===== src/rtl/debug_sel_scan_ctrl.sv =====
// Automatic scan controller for the debug IO selector: steps a one-hot select
// across an index range, counts rising edges per source and reports each result.
module debug_sel_scan_ctrl #(
  parameter int unsigned C_SRC_WIDTH   = 64,
  parameter int unsigned C_CNT_WIDTH   = 16,
  parameter int unsigned C_DWELL_WIDTH = 32
) (
  input  logic                     S_AXI_ACLK,
  input  logic                     S_AXI_ARESETN,
  input  logic [C_SRC_WIDTH-1:0]   SRC_I,
  input  logic                     START_I,
  input  logic                     STOP_I,
  input  logic                     CONT_I,
  input  logic [5:0]               FIRST_IDX_I,
  input  logic [5:0]               LAST_IDX_I,
  input  logic [C_DWELL_WIDTH-1:0] DWELL_I,
  output logic [C_SRC_WIDTH-1:0]   SEL_MASK_O,
  output logic [5:0]               CUR_IDX_O,
  output logic                     BUSY_O,
  output logic                     DONE_O,
  output logic                     RES_VALID_O,
  input  logic                     RES_READY_I,
  output logic [5:0]               RES_IDX_O,
  output logic [C_CNT_WIDTH-1:0]   RES_CNT_O,
  output logic                     RES_OVF_O
);

  typedef enum logic [1:0] {IDLE, DWELL, REPORT} state_t;

  state_t                   state_q, state_n;
  logic [5:0]               idx_q, idx_n;
  logic [5:0]               first_q, first_n;
  logic [5:0]               last_q, last_n;
  logic [C_DWELL_WIDTH-1:0] dwell_q, dwell_n;
  logic                     cont_q, cont_n;
  logic [C_DWELL_WIDTH-1:0] dcnt_q, dcnt_n;
  logic [C_CNT_WIDTH-1:0]   ecnt_q, ecnt_n;
  logic                     sat_q, sat_n;
  logic                     prev_q, prev_n;
  logic [C_SRC_WIDTH-1:0]   mask_q, mask_n;
  logic                     busy_q, busy_n;
  logic                     done_q, done_n;
  logic                     rv_q, rv_n;
  logic [5:0]               ridx_q, ridx_n;
  logic [C_CNT_WIDTH-1:0]   rcnt_q, rcnt_n;
  logic                     rovf_q, rovf_n;

  logic                     src_bit;
  logic                     rise;
  logic [C_CNT_WIDTH-1:0]   cnt_upd;
  logic                     sat_upd;
  logic [5:0]               idx_next;

  assign src_bit = SRC_I[idx_q];

  always_comb begin
    state_n  = state_q;
    idx_n    = idx_q;
    first_n  = first_q;
    last_n   = last_q;
    dwell_n  = dwell_q;
    cont_n   = cont_q;
    dcnt_n   = dcnt_q;
    ecnt_n   = ecnt_q;
    sat_n    = sat_q;
    prev_n   = prev_q;
    mask_n   = mask_q;
    busy_n   = busy_q;
    done_n   = 1'b0;
    rv_n     = rv_q;
    ridx_n   = ridx_q;
    rcnt_n   = rcnt_q;
    rovf_n   = rovf_q;
    rise     = 1'b0;
    cnt_upd  = ecnt_q;
    sat_upd  = sat_q;
    idx_next = idx_q + 6'd1;

    case (state_q)
      IDLE: begin
        if (START_I && !STOP_I) begin
          first_n = FIRST_IDX_I;
          last_n  = LAST_IDX_I;
          dwell_n = (DWELL_I == '0) ? C_DWELL_WIDTH'(1) : DWELL_I;
          cont_n  = CONT_I;
          idx_n   = FIRST_IDX_I;
          mask_n  = C_SRC_WIDTH'(1) << FIRST_IDX_I;
          busy_n  = 1'b1;
          dcnt_n  = '0;
          ecnt_n  = '0;
          sat_n   = 1'b0;
          state_n = DWELL;
        end
      end

      DWELL: begin
        // the entry cycle (dcnt_q == 0) only seeds prev, so an edge already present is not counted
        rise = (dcnt_q != '0) && src_bit && !prev_q;
        if (rise && (ecnt_q != '1)) begin
          cnt_upd = ecnt_q + C_CNT_WIDTH'(1);
        end
        if (cnt_upd == '1) begin
          sat_upd = 1'b1;
        end
        ecnt_n = cnt_upd;
        sat_n  = sat_upd;
        prev_n = src_bit;
        dcnt_n = dcnt_q + C_DWELL_WIDTH'(1);
        if (dcnt_q == dwell_q - C_DWELL_WIDTH'(1)) begin
          state_n = REPORT;
          rv_n    = 1'b1;
          ridx_n  = idx_q;
          rcnt_n  = cnt_upd;
          rovf_n  = sat_upd;
        end
      end

      REPORT: begin
        if (RES_READY_I) begin
          rv_n = 1'b0;
          if ((idx_q == last_q) && !cont_q) begin
            state_n = IDLE;
            done_n  = 1'b1;
            busy_n  = 1'b0;
            mask_n  = '0;
          end else begin
            if (idx_q == last_q) begin
              idx_next = first_q;
            end
            idx_n   = idx_next;
            mask_n  = C_SRC_WIDTH'(1) << idx_next;
            dcnt_n  = '0;
            ecnt_n  = '0;
            sat_n   = 1'b0;
            state_n = DWELL;
          end
        end
      end

      default: state_n = IDLE;
    endcase

    // abort overrides every transition above, including a pending handshake
    if (STOP_I && (state_q != IDLE)) begin
      state_n = IDLE;
      rv_n    = 1'b0;
      mask_n  = '0;
      busy_n  = 1'b0;
      done_n  = 1'b0;
    end
  end

  always_ff @(posedge S_AXI_ACLK or negedge S_AXI_ARESETN) begin
    if (!S_AXI_ARESETN) begin
      state_q <= IDLE;
      idx_q   <= '0;
      first_q <= '0;
      last_q  <= '0;
      dwell_q <= '0;
      cont_q  <= 1'b0;
      dcnt_q  <= '0;
      ecnt_q  <= '0;
      sat_q   <= 1'b0;
      prev_q  <= 1'b0;
      mask_q  <= '0;
      busy_q  <= 1'b0;
      done_q  <= 1'b0;
      rv_q    <= 1'b0;
      ridx_q  <= '0;
      rcnt_q  <= '0;
      rovf_q  <= 1'b0;
    end else begin
      state_q <= state_n;
      idx_q   <= idx_n;
      first_q <= first_n;
      last_q  <= last_n;
      dwell_q <= dwell_n;
      cont_q  <= cont_n;
      dcnt_q  <= dcnt_n;
      ecnt_q  <= ecnt_n;
      sat_q   <= sat_n;
      prev_q  <= prev_n;
      mask_q  <= mask_n;
      busy_q  <= busy_n;
      done_q  <= done_n;
      rv_q    <= rv_n;
      ridx_q  <= ridx_n;
      rcnt_q  <= rcnt_n;
      rovf_q  <= rovf_n;
    end
  end

  assign SEL_MASK_O  = mask_q;
  assign CUR_IDX_O   = idx_q;
  assign BUSY_O      = busy_q;
  assign DONE_O      = done_q;
  assign RES_VALID_O = rv_q;
  assign RES_IDX_O   = ridx_q;
  assign RES_CNT_O   = rcnt_q;
  assign RES_OVF_O   = rovf_q;

endmodule


===== config.mk =====
export PLATFORM = sky130hd
export DESIGN_NAME = debug_sel_scan_ctrl
export DESIGN_NICKNAME = d
export VERILOG_FILES = /design/src/rtl/debug_sel_scan_ctrl.sv
export SDC_FILE = /design/constraint.sdc
export NUM_CORES = 1
export LEC_CHECK = 0
export CAP_MARGIN = 25
export CORE_ASPECT_RATIO = 0.9
export CORE_MARGIN = 4
export CORE_UTILIZATION = 53
export DETAILED_ROUTE_END_ITERATION = 8
export PLACE_DENSITY = 0.81
export SLEW_MARGIN = 40
export SYNTH_ARGS = -nofsm -noshare
export SYNTH_HDL_FRONTEND = slang
export SYNTH_SLANG_ARGS = --single-unit

===== constraint.sdc =====
create_clock -name S_AXI_ACLK -period 4.1 [get_ports S_AXI_ACLK]
set_input_delay 0.41 -clock S_AXI_ACLK [delete_from_list [all_inputs] [get_ports S_AXI_ACLK]]
set_output_delay 0.41 -clock S_AXI_ACLK [all_outputs]
set_load 0.05 [all_outputs]

Word-level counts from Yosys, hierarchy flattened
Index checks and enable logic that the tools add are counted.

word-level totals
  register bits after elaboration = 193
  output and inout bits = 96
  word-level logic and storage cells = 112
  input port bits = 114

operators by class
  reduce and logical (&&, ||, !) cells = 25
  $add $sub $neg = 4
  equality and inequality tests = 13
  multiplexer cells = 50
  $lt $le $gt $ge = 1
  shift operators = 2

operators by type and width
  kind                                                         number
  two-way mux 64 bit                                           4
  two-way mux 32 bit                                           4
  one-hot mux 64 bit (2 select lines)                          1
  left shift 1 x 6 -> 64 bit (first input constant)            2
  one-hot mux 32 bit (3 select lines)                          1
  two-way mux 16 bit                                           5
  one-hot mux 16 bit (3 select lines)                          1
  two-way mux 6 bit                                            7
  adder 32 x 1 -> 32 bit (second input constant)               1
  == test 32 bit                                               1
  logical NOT 32 bit                                           1
  nonzero test 32 bit                                          1
  subtractor 32 x 1 -> 32 bit (second input constant)          1
  two-way mux 1 bit                                            17
  adder 16 x 1 -> 16 bit (second input constant)               1
  == test 16 bit (second input constant)                       1
  inequality test 16 bit (second input constant)               1
  inequality test 3 bit (second input constant)                4
  one-hot mux 6 bit (2 select lines)                           1
  AND reduction 4 bit                                          3
  AND reduction 3 bit                                          3
  nonzero test 3 bit                                           3
  two-way mux 2 bit                                            4
  less-than comparator 6 x 7 -> 1 bit (second input constant)  1
  other kinds (14)                                             26

Depth between registers and ports, before layout
Gate-level depths: netlist (run 1).

  depth in word-level cells = 10
  gate-level depth with buffers = 14
  depth with buffers taken out = 11

Worst setup path after synthesis (run 1)
Ideal clock, no wire load.

  kind = register to register
  start = register idx_q[0] (netlist: CUR_IDX_O[0])
  end = register rovf_q (netlist: RES_OVF_O)
  path slack = 1,007 ps
  cell stages (with the launch flop) = 13
  data required time = 4,022 ps
  buffers on the path = 3
  arrival = 3,015 ps
  library setup time = 78 ps
  cells stage by stage = dfrtp_1 -> buf_6 -> buf_6 -> mux4_2 -> mux2i_1 -> o21ai_0 -> o2111a_1 -> o21a_1 -> buf_6 -> mux2_2 -> a22oi_1 -> a311oi_1 -> a21oi_1

on the way
  cells in the longest elaborated chain, start to end = 9

RTL lines
  item                                     line  RTL
  start: declaration                       31    logic [5:0] idx_q, idx_n;
  start signal: assignment                 174   idx_q <= idx_n;
  binary-select mux 1 bit (select 6 bit)   54    assign src_bit = SRC_I[idx_q];
  two-way mux 1 bit (not written as such)  54
  logical AND 1 bit (2 in a row)           98    rise = (dcnt_q != '0) && src_bit && !prev_q;
  logical AND 1 bit                        99    if (rise && (ecnt_q != '1)) begin
  two-way mux 16 bit                       99
  two-way mux 16 bit                       79    case (state_q)
  == test 16 bit                           102   if (cnt_upd == '1) begin
  two-way mux 1 bit                        102
  end signal: assignment                   189   rovf_q <= rovf_n;
  end: declaration                         46    logic rovf_q, rovf_n;

Every way passes these cells. The select of a mux whose other input is x is not followed.
A chain may end at the register's enable or synchronous reset.

Final worst setup path (run 1)
Ends and elaborated chain as after synthesis.

==> results of run 1 <==
-- power groups by stage --
stage | registers (W) | logic, W | clock network [W]
finish | 0.00225 | 0.00133 | 0.00171
global route | 0.00228 | 0.00143 | 0.00181
CTS | 0.00225 | 0.00131 | 0.00172
detailed placement | 0.00228 | 0.00130 | 0
global placement | 0.00228 | 0.00127 | 0
floorplan | 0.00223 | 0.000887 | 0
-- synth_stat cells (7+ instances only) --
library cell,instances,share of area
sky130_fd_sc_hd__a21oi_1,31,0.014
sky130_fd_sc_hd__a22oi_1,61,0.041
sky130_fd_sc_hd__a32oi_1,8,0.0062
sky130_fd_sc_hd__and2_1,7,0.0039
sky130_fd_sc_hd__and3_1,14,0.0078
sky130_fd_sc_hd__buf_2,8,0.0036
sky130_fd_sc_hd__clkbuf_1,62,0.021
sky130_fd_sc_hd__dfrtp_1,193,0.43
sky130_fd_sc_hd__inv_1,17,0.0057
sky130_fd_sc_hd__mux2_2,49,0.049
sky130_fd_sc_hd__mux2i_1,18,0.016
sky130_fd_sc_hd__mux4_2,12,0.024
sky130_fd_sc_hd__nand2_1,153,0.051
sky130_fd_sc_hd__nand2b_1,19,0.011
sky130_fd_sc_hd__nand3_1,25,0.011
sky130_fd_sc_hd__nand4_1,26,0.014
sky130_fd_sc_hd__nor2_1,91,0.030
sky130_fd_sc_hd__nor2b_1,7,0.0039
sky130_fd_sc_hd__nor3_1,29,0.013
sky130_fd_sc_hd__nor4_1,28,0.016
sky130_fd_sc_hd__o21ai_0,117,0.052
sky130_fd_sc_hd__o22ai_1,8,0.0045
sky130_fd_sc_hd__o31ai_1,11,0.0074
sky130_fd_sc_hd__or3_1,12,0.0067
sky130_fd_sc_hd__or4_1,8,0.0054
sky130_fd_sc_hd__xnor2_1,43,0.034
sky130_fd_sc_hd__xor2_1,47,0.037
-- layout make-up --
class	instances	area, sq um
fill	1634	6680
multi-input combinational	909	6000
sequential	193	4830
timing repair buffer	232	2300
clock buffer	19	453
tap	286	358
clock inverter	13	141
inverter	17	63.8
antenna	1	2.50
-- through the flow --
| stage | util | std cells |
|---|---|---|
| finish | 0.679 | 1670 |
| global route | 0.679 | 1670 |
| CTS | 0.678 | 1668 |
| detailed placement | 0.649 | 1635 |
| global placement | 0.648 | 1635 |
| floorplan | - | 1201 |
-- flip-flops by register name (all words and copies together) (netlist names) --
name	flops
ecnt_q	16
RES_CNT_O	16
RES_IDX_O	6
dcnt_q	32
first_q	6
RES_VALID_O	1
CUR_IDX_O	6
dwell_q	32
cont_q	1
sat_q	1
RES_OVF_O	1
prev_q	1
DONE_O	1
last_q	6
SEL_MASK_O	64
BUSY_O	1
state_q	2
-- worst paths after layout --
check	startpoint	to	slack (ps)	depth (start not counted)
max in group asynchronous	S_AXI_ARESETN	dwell_q[29]$_DFFE_PN0P_	2640	3
worst min-delay path	SEL_MASK_O[11]$_DFFE_PN0P_	SEL_MASK_O[11]$_DFFE_PN0P_	480	2
worst max-delay path	CUR_IDX_O[0]$_DFFE_PN0P_	RES_OVF_O$_DFFE_PN0P_	290	10
worst min register to register	SEL_MASK_O[11]$_DFFE_PN0P_	SEL_MASK_O[11]$_DFFE_PN0P_	480	2
worst max register to register	CUR_IDX_O[0]$_DFFE_PN0P_	RES_OVF_O$_DFFE_PN0P_	290	10
min in group asynchronous	S_AXI_ARESETN	SEL_MASK_O[12]$_DFFE_PN0P_	530	2
-- cells by family (layout without fill, tap and decap cells) --
group / Yosys count / after routing / share of synthesized area
fa+ha+maj: 5 / 5 / 0.00557
buf+inv: 99 / 281 / 0.0387
other cells: 0 / 1 / 0
compound gates: 280 / 280 / 0.158
xor+xnor: 90 / 90 / 0.0702
simple gates: 449 / 449 / 0.200
mux: 85 / 85 / 0.0973
flops: 193 / 193 / 0.430
-- metal layers --
layer | global-route usage | routed length (microns)
met4 | 0.0913 | 948
met3 | 0.0700 | 2980
met5 | 0 | 0
met1 | 0.396 | 14400
met2 | 0.421 | 15000
-- critical path: cells and delay by family, from the launching register on --
family | cells | cell delay (ps)
buffers and inverters | 1 | 280
AOI/OAI and AO/OA | 7 | 1940
DFF | 1 | 700
muxes | 2 | 800
-- timing repair --
action                                 4_1_cts  5_1_grt
endpoints found under the hold margin        9        0
hold buffers                                 1        0
resized for setup                            0        0
==> qor_table.md, run 1 <==
| Parameter | Value | Unit |
|---|---|---|
| Row count | 50 | - |
| Wire per inst | 20.0 | microns |
| TritonCTS clock tree | yes | - |
| Largest net degree at the start of global routing | 126 | - |
| Final setup viols | 0 | - |
| Synthesized area per cell | 9.34 | sq um |
| Most frequently used flop master after synthesis | sky130_fd_sc_hd__dfrtp_1 | - |
| Final Max Tran Viols | 0 | - |
| Number of I/O pins | 210 | - |
| WP data required | 4480 | ps |
| Root Driver | sky130_fd_sc_hd__clkbuf_16 | - |
| Worst-Margin Slew | 852 | ps |
| Synth async-reset ratio | 1.00 | - |
| Chip width | 161 | microns |
| Commonest cells after routing, fill and taps aside | 208 x sky130_fd_sc_hd__clkdlybuf4s50_1, 193 x sky130_fd_sc_hd__dfrtp_1, 153 x sky130_fd_sc_hd__nand2_1, 116 x sky130_fd_sc_hd__o21ai_0, 91 x sky130_fd_sc_hd__nor2_1 | - |
| Tightest Hold Check Type | reg2reg | - |
| CTS Buf Count | 17 | - |
| Hold Vio Cnt, Final | 0 | - |
| Area growth, synth to finish | 26.1 | % |
| CTS Sinks | 193 | - |
| Status | complete, no violations | - |
| Total track usage | 0.279 | - |
| Share of power burned in combinational logic | 0.251 | - |
| Sum of negative setup slack | 0 | ps |
| Max-capacitance violation count | 0 | - |
| Arrival time at the worst endpoint | 4190 | ps |
| Worst-path cell chain | buf_4 -> mux4_2 -> mux2i_1 -> o21ai_0 -> o2111a_1 -> o21a_1 -> a211oi_1 -> a2bb2oi_1 -> a311oi_1 -> a21oi_1 | - |
| Worst clock skew | 13.4 | ps |
| Wire length reported by the detailed router | 33,400 | microns |
| Period utilization | 0.930 | - |
| P_sw | 0.00179 | W |
| Placed wire-length estimate | 24,900 | microns |
| Maximum frequency from static timing analysis | 0.262 | GHz |
| Min Hold Slack | 477 | ps |
| Minimum period implied by the final worst setup slack | 3810 | ps |
| # DRC | 0 | - |
| Starting DRT DRC Count | 988 | - |
| Critical setup path kind | reg2reg | - |
| Final Cell Area | 14,200 | sq um |
| Relative slew slack | 0.427 | - |
| Number of levels in the clock H-tree | 4 | - |
| Global placer's final weighted congestion | 1.02 | - |
| Total leakage power | 5.62 | nW |
| Pwr/cell area | 374 | nW/um^2 |
| First-pass GRT wire length | 53,100 | microns |
| RSZ-0062 raised after global routing | no | - |
| Router iterations before antenna repair | 5 | - |
| IR drop worst, VDD | 274 | uV |
| DP Worst Slack | 404 | ps |
| Clock share of power | 0.323 | - |
| Proportion of layout cells with a drive suffix above 1 | 0.103 | - |
| Skew-Pair Late Insertion Delay | 450 | ps |
| Via count of the first global-routing pass | 9,870 | - |
| Post-CTS Setup Repair Bufs | 0 | - |
| Die Height | 146 | microns |
| Register bit total from synthesis | 193 | - |
| Worst setup slack after layout | 289 | ps |
| Post-synth design cell area | 11,200 | sq um |
| Cell-internal power | 0.00350 | W |
| Kind of start point of the critical path | flip-flop | - |
| Number of synthesis warnings | 0 | - |
| Number of distinct library cells after synthesis | 69 | - |
| Worst-path cell with the longest stage delay | sky130_fd_sc_hd__dfrtp_1 | - |
| Total placed instance area | 13,500 | sq um |
| Register area share after synthesis | 0.430 | - |
| Number of enable flip-flop cells after synthesis | 0 | - |
| Core footprint | 20,800 | sq um |
| Fin nets | 1,489 | - |
| Overall die area | 23,600 | sq um |
| Clock transition time at the flip-flop clock pins of the worst setup and hold paths | 80 | ps |
| Antenna violations before repair | 1 | - |
| Overflow after GRT | 0 | - |
| Count of antenna-violating nets left after detailed routing | 0 | - |
| Most common cell after layout, fill and taps aside | sky130_fd_sc_hd__clkdlybuf4s50_1 | - |
| Maximum cell stage delay along the critical path | 700 | ps |
| Synthesized netlist net count | 1,320 | - |
| Capturing element type of the critical path | flip-flop | - |
| Total power consumption of the routed design | 0.00529 | W |
| Switching power share of the total | 0.339 | - |
| Cell count after synthesis | 1,201 | - |
| Vias after detailed routing | 10,271 | - |
| Maximum clock path buffer count | 2 | - |
| Seq pwr share | 0.426 | - |
| Count of input and output buffers | 209 | - |
| Starting density of the core | 0.539 | - |
| Maximum fanout along the worst path | 20 | - |
| Via/cell ratio | 6.15 | - |
(Power assumes the default switching activity.)
==> run 2: changes to the inputs <==
- CELL_PAD_IN_SITES_DETAIL_PLACEMENT: default -> 2
- CELL_PAD_IN_SITES_GLOBAL_PLACEMENT: default -> 2
- CORE_ASPECT_RATIO: 0.9 -> default
- CORE_UTILIZATION: 53 -> 33
- PLACE_DENSITY: 0.81 -> default
- PLACE_DENSITY_LB_ADDON: default -> 0.1
==> qor_table.md, run 2 (synthesis results as in run 1) <==
| Parameter | Value | Unit | Change |
|---|---|---|---|
| Status | complete, but fails checks | - |  |
| WP data required | 4430 | ps | -50 ps |
| Antenna violations before repair | 6 | - | +5 |
| Resized Gates After CTS | 0 | - | unchanged |
| Buffers & Inverters on Critical Path | 1 | - | unchanged |
| Total track usage | 0.219 | - | -0.0597 |
| First-pass GRT wire length | 64,000 | microns | +21% |
| Proportion of layout cells with a drive suffix above 1 | 0.111 | - | +0.00844 |
| Skew-Pair Late Insertion Delay | 450 | ps | about the same |
| Final cell count without fillers | 1,844 | - | +10% |
| Worst setup slack for register-to-register paths | 340 | ps | +50 ps |
| Starting DRT DRC Count | 476 | - | -52% |
| Placed Instances | 1,812 | - | +11% |
| Relative slew slack | 0.466 | - | +0.0386 |
| Startpoint of the worst register-to-register path | CUR_IDX_O[0]$_DFFE_PN0P_ | - |  |
| Overall die area | 37,000 | sq um | +57% |
| Cell family with most CP delay | compound AO/OA/AOI/OAI gates | - |  |
| Final setup viols | 0 | - | unchanged |
| Wire length reported by the detailed router | 40,300 | microns | +21% |
| Via count of the first global-routing pass | 11,210 | - | +14% |
| Clock transition time at the flip-flop clock pins of the worst setup and hold paths | 80 | ps | about the same |
| Largest net degree at the start of global routing | 85 | - | -33% |
| Count of antenna-violating nets left after detailed routing | 0 | - | unchanged |
| Worst-path cell with the longest stage delay | sky130_fd_sc_hd__dfrtp_1 | - |  |
| Die Height | 192 | microns | +32% |
| Core footprint | 33,500 | sq um | +61% |
| Min Hold Slack | -10.1 | ps | -487 ps |
| Hold Vio Cnt, Final | 3 | - | +3 |
| Capturing element type of the critical path | flip-flop | - |  |
| Maximum clock path buffer count | 2 | - | unchanged |
| Sum of negative setup slack | 0 | ps | unchanged |
| Fin nets | 1,502 | - | +0.87% |
| Worst-Margin Slew | 802 | ps | -50.1 ps |
| Starting density of the core | 0.335 | - | -0.204 |
| Failing checks | negative hold slack | - |  |
| Area growth, synth to finish | 28.3 | % |  |
| Kind of start point of the critical path | flip-flop | - |  |
| Router iterations before antenna repair | 5 | - | unchanged |
| Maximum cell stage delay along the critical path | 810 | ps | +110 ps |
| Placed wire-length estimate | 30,300 | microns | +21% |
| Global placer's final weighted congestion | 0.872 | - | -14% |
| Total leakage power | 5.67 | nW | +0.84% |
| TritonCTS clock tree | yes | - |  |
| Root Driver | sky130_fd_sc_hd__clkbuf_16 | - |  |
| Period utilization | 0.917 | - | -0.0121 |
| Tightest Hold Check Type | in2async | - |  |
| Worst-path cell chain | buf_4 -> mux4_2 -> mux2i_1 -> a22oi_1 -> o2111a_1 -> o21a_1 -> and4_1 -> nand3_1 -> xnor2_1 -> mux2_4 | - |  |
| Commonest cells after routing, fill and taps aside | 208 x sky130_fd_sc_hd__clkdlybuf4s50_1, 193 x sky130_fd_sc_hd__dfrtp_1, 153 x sky130_fd_sc_hd__nand2_1, 116 x sky130_fd_sc_hd__o21ai_0, 91 x sky130_fd_sc_hd__nor2_1 | - |  |
| Wire per inst | 21.8 | microns | +9.2% |
| End of the worst register-to-register path | RES_CNT_O[11]$_DFFE_PN0P_ | - |  |
| # DRC | 0 | - | unchanged |
| Number of levels in the clock H-tree | 4 | - | unchanged |
| Chip width | 192 | microns | +19% |
| Final core occ | 0.429 | - | -0.250 |
| Most common cell after layout, fill and taps aside | sky130_fd_sc_hd__clkdlybuf4s50_1 | - |  |
| Max-capacitance violation count | 0 | - | unchanged |
| Via/cell ratio | 5.52 | - | -10% |
| Row count | 67 | - | +34% |
| Arrival time at the worst endpoint | 4100 | ps | -90 ps |
| Pwr/cell area | 372 | nW/um^2 | -0.59% |
| IR drop worst, VDD | 310 | uV | +13% |
| Count of hold buffers inserted by post-cts repair | 0 | - | -1 |
| Post-CTS Setup Repair Bufs | 0 | - | unchanged |
| Worst clock skew | 11.8 | ps | -1.57 ps |
| RSZ-0062 raised after global routing | no | - |  |
| Number of I/O pins | 210 | - | unchanged |
| Maximum fanout along the worst path | 23 | - | +15% |
| Maximum frequency from static timing analysis | 0.266 | GHz | +1.3% |
| CTS Sinks | 193 | - | unchanged |
| Overflow after GRT | 0 | - | unchanged |
| Count of input and output buffers | 209 | - | unchanged |
| Depth of the worst register-to-register path | 10 | - | unchanged |
| Minimum period implied by the final worst setup slack | 3760 | ps | -49.8 ps |
| Critical setup path kind | reg2reg | - |  |
| CTS Buf Count | 17 | - | unchanged |
| Max FFs per register | 64 | - | unchanged |
| Final Max Tran Viols | 0 | - | unchanged |
| Vias after detailed routing | 10,181 | - | -0.88% |
run 2: cell types whose count changed in the layout (fill, tap and decap cells not counted), sizes merged:
| cell | delta |
|---|---|
| dlygate4sd3 | -1 |
| buf | +14 |
| bufinv | +1 |
| clkinv | +3 |
| inv | -3 |
| clkbuf | -2 |
run 2: routing by layer:
metal  wire length, microns  GRT usage  vias to the layer above
li1                       -          -                     4710
met1                  18800      0.301                     5207
met2                  18600      0.352                      218
met3                   2380     0.0611                       36
met4                    395     0.0354                       10
met5                     61          0                        -
run 2: how the worst max path moves through the flow:
| stage | from | endpoint | slack, ps | depth (start not counted) |
|---|---|---|---|---|
| 2_1_floorplan | CUR_IDX_O[0]$_DFFE_PN0P_ | RES_OVF_O$_DFFE_PN0P_ | 1010 | 12 |
| 3_3_place_gp | CUR_IDX_O[0]$_DFFE_PN0P_ | RES_CNT_O[11]$_DFFE_PN0P_ | 410 | 9 |
| 3_5_place_dp | CUR_IDX_O[0]$_DFFE_PN0P_ | RES_CNT_O[11]$_DFFE_PN0P_ | 280 | 9 |
| 4_1_cts | CUR_IDX_O[0]$_DFFE_PN0P_ | RES_CNT_O[11]$_DFFE_PN0P_ | 240 | 9 |
| 5_1_grt | CUR_IDX_O[0]$_DFFE_PN0P_ | RES_OVF_O$_DFFE_PN0P_ | 10 | 11 |
| 6_report | CUR_IDX_O[0]$_DFFE_PN0P_ | RES_CNT_O[11]$_DFFE_PN0P_ | 340 | 10 |
run 2: final cells by class:
| class | count | area (sq um) |
|---|---|---|
| antenna | 1 | 2.50 |
| clock buffer | 17 | 425 |
| clock inverter | 14 | 158 |
| fill | 3649 | 19100 |
| inverter | 17 | 63.8 |
| multi-input combinational | 909 | 5990 |
| sequential | 193 | 4830 |
| tap | 448 | 561 |
| timing repair buffer | 245 | 2370 |
run 2: report_power, final:
part	internal [W]	switching, W	leakage [nW]
combinational	0.000588	0.000801	2.89
sequential	0.00203	0.000217	2.49
clock	0.000908	0.000808	0.287
total	0.00353	0.00183	5.67
run 2: stage by stage:
step / total power [W] / cell area (sq um) / setup WS (ps)
finish: 0.00535 / 14400 / 339
global route: 0.00565 / 14400 / 10.0
CTS: 0.00542 / 14400 / 240
detailed placement: 0.00368 / 13800 / 278
global placement: 0.00362 / 13800 / 412
floorplan: 0.00312 / 11200 / 1010
==> run 3: changes to the inputs <==
- MAX_ROUTING_LAYER: default -> met4
- PLACE_DENSITY_LB_ADDON: 0.1 -> 0.2
==> qor_table.md, run 3 (synthesis results as in run 1) <==
| Parameter | Value | Unit | Change |
|---|---|---|---|
| Status | complete, no violations | - |  |
| Skew-Pair Late Insertion Delay | 470 | ps | +20 ps |
| Maximum clock path buffer count | 2 | - | unchanged |
| Chip width | 192 | microns | unchanged |
| Total track usage | 0.225 | - | +0.00564 |
| Arrival time at the worst endpoint | 3910 | ps | -190 ps |
| Count of hold buffers inserted by post-cts repair | 0 | - | unchanged |
| Starting density of the core | 0.335 | - | unchanged |
| Via/cell ratio | 5.52 | - | about the same |
| Most common cell after layout, fill and taps aside | sky130_fd_sc_hd__clkdlybuf4s50_1 | - |  |
| Tightest Hold Check Type | in2async | - |  |
| Max FFs per register | 64 | - | unchanged |
| First-pass GRT wire length | 63,900 | microns | about the same |
| Overflow after GRT | 0 | - | unchanged |
| WP data required | 4480 | ps | +50 ps |
| Critical setup path kind | reg2reg | - |  |
| Row count | 67 | - | unchanged |
| Starting DRT DRC Count | 502 | - | +5.5% |
| Hold Vio Cnt, Final | 0 | - | -3 |
| CTS Sinks | 193 | - | unchanged |
| RSZ-0062 raised after global routing | no | - |  |
| Clock transition time at the flip-flop clock pins of the worst setup and hold paths | 70 | ps | about the same |
| Wire length reported by the detailed router | 40,200 | microns | -0.23% |
| CTS Buf Count | 17 | - | unchanged |
| Die Height | 192 | microns | unchanged |
| Final Max Tran Viols | 0 | - | unchanged |
| Overall die area | 37,000 | sq um | unchanged |
| Wire per inst | 21.9 | microns | +0.26% |
| Worst clock skew | 20.0 | ps | +8.19 ps |
| Worst-Margin Slew | 765 | ps | -36.1 ps |
| Max-capacitance violation count | 0 | - | unchanged |
| Global placer's final weighted congestion | 0.937 | - | +7.5% |
| Fin nets | 1,492 | - | -0.67% |
| Count of input and output buffers | 209 | - | unchanged |
| Area used by multi-input combinational logic | 5980 | sq um | -0.15% |
| Vias after detailed routing | 10,127 | - | -0.53% |
| Root Driver | sky130_fd_sc_hd__clkbuf_16 | - |  |
| Pwr/cell area | 376 | nW/um^2 | +1.1% |
| Final setup viols | 0 | - | unchanged |
| Proportion of layout cells with a drive suffix above 1 | 0.105 | - | -0.00649 |
| Fill cell instance count of the final layout | 3,639 | - | -0.27% |
| Kind of start point of the critical path | flip-flop | - |  |
| Number of levels in the clock H-tree | 4 | - | unchanged |
| IR drop worst, VDD | 308 | uV | -0.66% |
| Placed wire-length estimate | 29,500 | microns | -2.6% |
| Largest net degree at the start of global routing | 86 | - | +1.2% |
| Relative slew slack | 0.488 | - | +0.0222 |
| TritonCTS clock tree | yes | - |  |
| Resized Gates After CTS | 0 | - | unchanged |
| Total leakage power | 5.64 | nW | -0.56% |
| Router iterations before antenna repair | 5 | - | unchanged |
| Combined flip-flop and latch cell area | 4830 | sq um | unchanged |
| Number of I/O pins | 210 | - | unchanged |
| Final core occ | 0.428 | - | -0.00145 |
| Commonest cells after routing, fill and taps aside | 208 x sky130_fd_sc_hd__clkdlybuf4s50_1, 193 x sky130_fd_sc_hd__dfrtp_1, 153 x sky130_fd_sc_hd__nand2_1, 116 x sky130_fd_sc_hd__o21ai_0, 90 x sky130_fd_sc_hd__nor2_1 | - |  |
| Maximum fanout along the worst path | 16 | - | -30% |
| # DRC | 0 | - | unchanged |
| Area growth, synth to finish | 27.9 | % |  |
| Via count of the first global-routing pass | 11,195 | - | -0.13% |
| Sum of negative setup slack | 0 | ps | unchanged |
| Post-CTS Setup Repair Bufs | 0 | - | unchanged |
| Minimum period implied by the final worst setup slack | 3530 | ps | -231 ps |
| Maximum frequency from static timing analysis | 0.283 | GHz | +6.5% |
| Capturing element type of the critical path | flip-flop | - |  |
| Antenna violations before repair | 1 | - | -5 |
| Count of antenna-violating nets left after detailed routing | 0 | - | unchanged |
| Core footprint | 33,500 | sq um | unchanged |
| Period utilization | 0.861 | - | -0.0564 |
run 3: changes by cell type in the layout (fill, tap and decap cells not counted):
cell	before	now
sky130_fd_sc_hd__buf_12	0	1
sky130_fd_sc_hd__buf_4	36	25
sky130_fd_sc_hd__clkbuf_8	1	2
sky130_fd_sc_hd__clkinv_2	3	1
sky130_fd_sc_hd__clkinvlp_4	1	0
sky130_fd_sc_hd__inv_6	2	5
sky130_fd_sc_hd__nor2_1	91	90
sky130_fd_sc_hd__nor2_2	0	1
sky130_fd_sc_hd__nor3_1	26	27
sky130_fd_sc_hd__nor3_2	6	5
sky130_fd_sc_hd__nor4_1	27	28
sky130_fd_sc_hd__nor4_2	2	1
run 3: worst max-delay path, stage by stage, from the launching register on:
cell	delay, ps
sky130_fd_sc_hd__dfrtp_1	810
sky130_fd_sc_hd__nor2b_1	160
sky130_fd_sc_hd__a22oi_1	210
sky130_fd_sc_hd__nand4_1	160
sky130_fd_sc_hd__a31oi_1	560
sky130_fd_sc_hd__o21a_1	450
sky130_fd_sc_hd__buf_4	240
sky130_fd_sc_hd__mux2_2	340
sky130_fd_sc_hd__a2bb2oi_1	240
sky130_fd_sc_hd__a311oi_1	130
sky130_fd_sc_hd__a21oi_1	150
run 3: final cells by class:
type | instances | share of cell area
Multi-Input combinational cell | 909 | 0.417
Sequential cell | 193 | 0.337
Timing Repair Buffer | 235 | 0.161
Tap cell | 448 | 0.0391
Clock buffer | 18 | 0.0306
Clock inverter | 14 | 0.0116
Inverter | 17 | 0.00445
Antenna cell | 1 | 0.000174
run 3: final timing paths:
path / start / endpoint / slack, ps / cells after the start
min in group S_AXI_ACLK: SEL_MASK_O[14]$_DFFE_PN0P_ / SEL_MASK_O[14]$_DFFE_PN0P_ / 480 / 2
min: S_AXI_ARESETN / dwell_q[14]$_DFFE_PN0P_ / 20 / 1
max: CUR_IDX_O[2]$_DFFE_PN0P_ / RES_OVF_O$_DFFE_PN0P_ / 570 / 10
max in group asynchronous: S_AXI_ARESETN / SEL_MASK_O[13]$_DFFE_PN0P_ / 3060 / 2
max reg2reg: CUR_IDX_O[2]$_DFFE_PN0P_ / RES_OVF_O$_DFFE_PN0P_ / 570 / 10
min reg2reg: SEL_MASK_O[14]$_DFFE_PN0P_ / SEL_MASK_O[14]$_DFFE_PN0P_ / 480 / 2
run 3: metal layers:
layer / vias up / share of wire / global-route usage
li1: 4701 / - / -
met3: 40 / 0.041 / 0.0374
met5: - / 0 / -
met4: 0 / 0.014 / 0.0505
met1: 5169 / 0.46 / 0.301
met2: 217 / 0.49 / 0.361
run 3: power by group:
group | leakage [nW] | switching, W | internal, W
Clock | 0.300 | 0.000829 | 0.000937
Sequential | 2.49 | 0.000214 | 0.00203
Combinational | 2.84 | 0.000807 | 0.000579
run 3: stage by stage:
step | worst slack, ps | area, sq um | power (W) | hold WS (ps) | std cells
2_1_floorplan | 1010 | 11200 | 0.00312 | 114 | 1201
3_3_place_gp | 637 | 13700 | 0.00361 | 462 | 1802
3_5_place_dp | 552 | 13700 | 0.00366 | 473 | 1802
4_1_cts | 561 | 14300 | 0.00547 | 36.4 | 1834
5_1_grt | 223 | 14400 | 0.00569 | 49.4 | 1835
6_report | 570 | 14400 | 0.00539 | 17.5 | 1835
